==> src/rtl/ptw_pkg.sv <==
// Shared types and constants for the two-level page-table walker.
// PTE layout: bit0 valid, bit1 leaf, bits[31:10] physical page number.
package ptw_pkg;

    typedef enum logic [2:0] {
        ST_IDLE,
        ST_REQ0,
        ST_WAIT0,
        ST_REQ1,
        ST_WAIT1,
        ST_DONE
    } ptw_state_e;

    localparam int PTE_V       = 0;
    localparam int PTE_L       = 1;
    localparam int PTE_PPN_LSB = 10;
    localparam int PGSHIFT     = 12;

    // Zero-extended PPN field of a PTE.
    function automatic logic [31:0] pte_ppn(input logic [31:0] pte);
        return pte >> PTE_PPN_LSB;
    endfunction

endpackage

==> src/rtl/ptw_pte_decode.sv <==
// Combinational PTE decode: descend, fault, or produce the final PPN.
// Level 0 leaves are superpages and must be aligned to the vpn_lo span.
module ptw_pte_decode
    import ptw_pkg::*;
#(
    parameter int VPN_W = 20
) (
    input  logic [31:0]        i_pte,
    input  logic               i_level,
    input  logic [VPN_W/2-1:0] i_vpn_lo,
    output logic               o_next,
    output logic               o_error,
    output logic [31:0]        o_ppn
);

    localparam int HALF = VPN_W / 2;

    logic        w_v;
    logic        w_l;
    logic        w_misal;
    logic [31:0] w_ppn;
    logic        w_unused_bits;

    assign w_v           = i_pte[PTE_V];
    assign w_l           = i_pte[PTE_L];
    assign w_ppn         = pte_ppn(i_pte);
    assign w_misal       = |w_ppn[HALF-1:0];
    assign w_unused_bits = ^i_pte[PTE_PPN_LSB-1:2];

    // Classify the PTE; any fault forces the PPN to zero.
    always_comb begin
        o_next  = 1'b0;
        o_error = 1'b0;
        o_ppn   = '0;
        if (!w_v) begin
            o_error = 1'b1;
        end else if (w_l) begin
            if (i_level) begin
                o_ppn = w_ppn;
            end else if (w_misal) begin
                o_error = 1'b1;
            end else begin
                o_ppn = {w_ppn[31:HALF], i_vpn_lo};
            end
        end else if (!i_level) begin
            o_next = 1'b1;
        end else begin
            o_error = 1'b1;
        end
    end

endmodule

==> src/rtl/ptw_walker.sv <==
// Two-level page-table walker with a single-outstanding PTE read port.
// Each walk ends in a one-cycle response pulse toward the TLB refill port.
module ptw_walker
    import ptw_pkg::*;
#(
    parameter int VPN_W  = 20,
    parameter int ADDR_W = 32
) (
    input  logic              clk,
    input  logic              reset,
    input  logic              io_req_valid,
    output logic              io_req_ready,
    input  logic [VPN_W-1:0]  io_req_bits_vpn,
    input  logic [31:0]       io_ptbr,
    output logic              io_mem_req_valid,
    input  logic              io_mem_req_ready,
    output logic [ADDR_W-1:0] io_mem_req_bits_addr,
    input  logic              io_mem_resp_valid,
    input  logic [31:0]       io_mem_resp_bits_data,
    output logic              io_resp_valid,
    output logic              io_resp_bits_error,
    output logic [31:0]       io_resp_bits_ppn
);

    localparam int HALF   = VPN_W / 2;
    localparam int FULL_W = 32 + PGSHIFT;

    ptw_state_e          r_state;
    ptw_state_e          w_next_state;
    logic [ADDR_W-1:0]   r_addr;
    logic [HALF-1:0]     r_vpn_lo;
    logic                r_err;
    logic [31:0]         r_ppn;

    logic [ADDR_W-1:0]   w_l0_addr;
    logic [ADDR_W-1:0]   w_l1_addr;
    logic [31:0]         w_pte_ppn;
    logic                w_level;
    logic                w_in_wait;
    logic                w_dec_next;
    logic                w_dec_err;
    logic [31:0]         w_dec_ppn;

    assign w_pte_ppn = pte_ppn(io_mem_resp_bits_data);

    assign w_l0_addr = ADDR_W'(
        {io_ptbr, {PGSHIFT{1'b0}}}
        | FULL_W'({io_req_bits_vpn[VPN_W-1:HALF], 2'b00}));

    assign w_l1_addr = ADDR_W'(
        {w_pte_ppn, {PGSHIFT{1'b0}}}
        | FULL_W'({r_vpn_lo, 2'b00}));

    assign w_level   = (r_state == ST_WAIT1);
    assign w_in_wait = (r_state == ST_WAIT0) || (r_state == ST_WAIT1);

    ptw_pte_decode #(
        .VPN_W (VPN_W)
    ) u_dec (
        .i_pte    (io_mem_resp_bits_data),
        .i_level  (w_level),
        .i_vpn_lo (r_vpn_lo),
        .o_next   (w_dec_next),
        .o_error  (w_dec_err),
        .o_ppn    (w_dec_ppn)
    );

    // State register; reset always returns to idle.
    always_ff @(posedge clk) begin
        if (reset) begin
            r_state <= ST_IDLE;
        end else begin
            r_state <= w_next_state;
        end
    end

    // Next-state and handshake outputs, all forced low during reset.
    always_comb begin
        w_next_state     = r_state;
        io_req_ready     = 1'b0;
        io_mem_req_valid = 1'b0;
        io_resp_valid    = 1'b0;
        unique case (r_state)
            ST_IDLE: begin
                io_req_ready = 1'b1;
                if (io_req_valid) begin
                    w_next_state = ST_REQ0;
                end
            end
            ST_REQ0: begin
                io_mem_req_valid = 1'b1;
                if (io_mem_req_ready) begin
                    w_next_state = ST_WAIT0;
                end
            end
            ST_WAIT0: begin
                if (io_mem_resp_valid) begin
                    w_next_state = w_dec_next ? ST_REQ1 : ST_DONE;
                end
            end
            ST_REQ1: begin
                io_mem_req_valid = 1'b1;
                if (io_mem_req_ready) begin
                    w_next_state = ST_WAIT1;
                end
            end
            ST_WAIT1: begin
                if (io_mem_resp_valid) begin
                    w_next_state = ST_DONE;
                end
            end
            ST_DONE: begin
                io_resp_valid = 1'b1;
                w_next_state  = ST_IDLE;
            end
            default: begin
                w_next_state = ST_IDLE;
            end
        endcase
        if (reset) begin
            io_req_ready     = 1'b0;
            io_mem_req_valid = 1'b0;
            io_resp_valid    = 1'b0;
        end
    end

    // Address, vpn_lo and result registers.
    always_ff @(posedge clk) begin
        if (reset) begin
            r_addr   <= '0;
            r_vpn_lo <= '0;
            r_err    <= 1'b0;
            r_ppn    <= '0;
        end else begin
            if (r_state == ST_IDLE && io_req_valid) begin
                r_addr   <= w_l0_addr;
                r_vpn_lo <= io_req_bits_vpn[HALF-1:0];
            end
            if (w_in_wait && io_mem_resp_valid) begin
                if (w_dec_next) begin
                    r_addr <= w_l1_addr;
                end else begin
                    r_err <= w_dec_err;
                    r_ppn <= w_dec_ppn;
                end
            end
        end
    end

    assign io_mem_req_bits_addr = reset ? '0 : r_addr;
    assign io_resp_bits_error   = reset ? 1'b0 : r_err;
    assign io_resp_bits_ppn     = reset ? '0 : r_ppn;

endmodule

==> config.mk <==
export PLATFORM = sky130hd
export DESIGN_NAME = ptw_walker
export DESIGN_NICKNAME = d
export VERILOG_FILES = /design/src/rtl/ptw_pkg.sv /design/src/rtl/ptw_pte_decode.sv /design/src/rtl/ptw_walker.sv
export SDC_FILE = /design/constraint.sdc
export NUM_CORES = 1
export LEC_CHECK = 0
export ABC_AREA = 0
export BUFFER_PORTS_ARGS = -buffer_cell sky130_fd_sc_hd__buf_4
export CAP_MARGIN = 20
export CORE_ASPECT_RATIO = 1.4
export CORE_MARGIN = 2
export CORE_UTILIZATION = 30
export DETAILED_ROUTE_END_ITERATION = 6
export PLACE_DENSITY = 0.63
export REMOVE_ABC_BUFFERS = 1
export SYNTH_ARGS = -nofsm -noshare
export SYNTH_HDL_FRONTEND = slang
export SYNTH_SLANG_ARGS = --single-unit
export TNS_END_PERCENT = 30
==> constraint.sdc <==
create_clock -name clk -period 2.7 [get_ports clk]
set_clock_uncertainty 0.05 [all_clocks]
set_input_delay 0.54 -clock clk [delete_from_list [all_inputs] [get_ports clk]]
set_output_delay 0.54 -clock clk [all_outputs]
set_load 0.02 [all_outputs]
==> flow_summary.json <==
{
  "rows": 46,
  "syn_area_mm2": 0.00343,
  "rsz0062_at_grt": "no",
  "ys_seq_elements": 68,
  "dieWidth_um": 94.4,
  "worst_slack_ps": 483,
  "hold_viol": 0,
  "cts_hold_buf": 0,
  "grt_max_degree": 57,
  "period_needed_ps": 2220,
  "worst-path-max-fanout": 10,
  "overflow": 0,
  "fin_util": 0.424,
  "hpwl_um": 7170,
  "grt_pass1_vias": 3250,
  "fmax_ghz": 0.451,
  "placed_area_mm2": 0.00445,
  "start_kind": "input port",
  "area.growth.synth_to_final_pct": 38.6,
  "synth_ff_type": "dfxtp_1",
  "port_buffers": 126,
  "avgSynthCellArea_um2": 8.16,
  "synth_cells": 421,
  "status": "finished clean",
  "cts-resized-gates": 0,
  "report.final.slew_viol_count": 0,
  "crit_top_cell": "buf_4",
  "worstPathArrival_ps": 2440,
  "drive_above_1_share": 0.333,
  "path_buf_inv": 2,
  "post_cts_buffers": 0,
  "worstMarginPinSlew_ps": 897,
  "ys_types": 38,
  "clockBufferDepth": 2,
  "total_power_mw": 2.70,
  "end_kind": "flop",
  "cpLargestDelayFamily": "simple AND/OR/NAND/NOR gates",
  "peakVddDrop_mv": 0.270,
  "cts_tree": "yes",
  "setup_viol": 0,
  "hold_class": "input port to flop",
  "antenna_left": 0,
  "nets": 624,
  "first_pass_iters": 4,
  "dieArea_mm2": 0.0123,
  "fin_cells": 684,
  "powerDensity_mw_per_mm2": 567,
  "grt_usage": 0.159,
  "clock_latency_ps": 330,
  "dp_slack_ps": 133,
  "leakage_nw": 2.02,
  "drc_errors": 0,
  "maxSlewHeadroom": 0.402,
  "yosysWarnings": 0,
  "clk_pin_slew_ps": 60,
  "routed_wl_um": 9880,
  "htree_num_levels": 3,
  "yosys-top-cells-area": "dfxtp_1 (40%), nand2_1 (9.0%), nor2b_1 (8.7%)",
  "crit_chain": "buf_4 -> or4_1 -> or4_4 -> a2111oi_4 -> buf_4 -> a221o_1",
  "maxCapViolations": 0,
  "critPathSlowestCell": "or4_1",
  "start_util": 0.306,
  "avgViaCountPerCell": 4.95,
  "hold_slack_ps": 403,
  "yosysTopAreaCell": "dfxtp_1",
  "fin_area_mm2": 0.00476,
  "setup_tns_ps": 0,
  "dieHeight_um": 131,
  "nFillCells": 1124,
  "cts_buffers": 9,
  "grt_first_pass_wirelength_um": 15400,
  "cts.sinks": 68,
  "netlist.area_leader.share": 0.397,
  "async_flop_share": 0,
  "yosysSeqAreaShare": 0.397,
  "gp_congestion": 0.723,
  "critPathMaxStageDelay_ps": 550,
  "crit_type": "input port to flop",
  "num_antenna_cells": 0,
  "ios": 157,
  "drtIter0Drc": 103,
  "vias": 3387,
  "routedWlPerCell_um": 14.4,
  "min_period_over_period": 0.821,
  "dpl.cell_count": 668,
  "root_buffer": "clkbuf_16",
  "critPathRequiredTime_ps": 2920,
  "antenna_found_initial": 0,
  "synth_edf_count": 0,
  "core-area_mm2": 0.0112
}
## cells in the mapped netlist (11+ instances only)
cell type	number
a211oi_1	12
a21boi_0	11
a21oi_1	12
a311oi_1	31
buf_4	11
clkbuf_1	33
dfxtp_1	68
nand2_1	82
nand3_1	12
nor2_1	34
nor2b_1	48
o21ai_0	14
## cells in the final DEF (no fill, tap or decap), drive strengths merged, types with 14 or more instances in the layout
cell type and n:
buf 142, nand2 82, dfxtp 68, nor2b 48, nor2 35, a311oi 31, o21ai 14
## final timing paths
check | from | end | slack [ps] | cells after the start
hold / removal | io_mem_resp_bits_data[10] | r_ppn[0] | 400 | 2
hold reg to reg | r_vpn_lo[3] | r_vpn_lo[3] | 420 | 2
setup reg to reg | r_state[1] | r_ppn[12] | 520 | 4
setup / recovery | io_mem_resp_bits_data[16] | r_ppn[9] | 480 | 6
## state kept, by name, indices dropped and copies added, names as in the netlist
signal and count:
r_addr 32, r_err 1, r_ppn 22, r_state 3
r_vpn_lo 10
## final cells by class
type | instances | area, um2 | area share
inverters | 1 | 3.75 | 0.000789
repair buffers | 142 | 1070 | 0.224
well taps | 144 | 180 | 0.0379
flip-flops and latches | 68 | 1360 | 0.286
multi-input cells | 313 | 1840 | 0.387
clock buffers | 12 | 256 | 0.0539
clock inverters | 4 | 47.5 | 0.00999
## power breakdown
group | internal [mW] | switching, mW
Sequential | 1.06 | 0.0327
Clock | 0.762 | 0.437
Combinational | 0.181 | 0.228
Total | 2.00 | 0.698
## kinds of logic after synthesis
group | count (synthesis) | share of synthesized area
and+or+nand+nor | 207 | 0.303
AOI/OAI and AO/OA | 94 | 0.211
DFF | 68 | 0.397
buffers and inverters | 49 | 0.0827
muxes | 2 | 0.00583
other | 1 | 0.00109
## metal layers
metal	track usage	routed length, um	vias up
li1	-	-	1674
met1	0.186	4150	1594
met2	0.276	4980	103
met3	0.0333	544	16
met4	0.0750	199	0
met5	0	0	-
No activity file was read; power rests on OpenSTA's default activity.
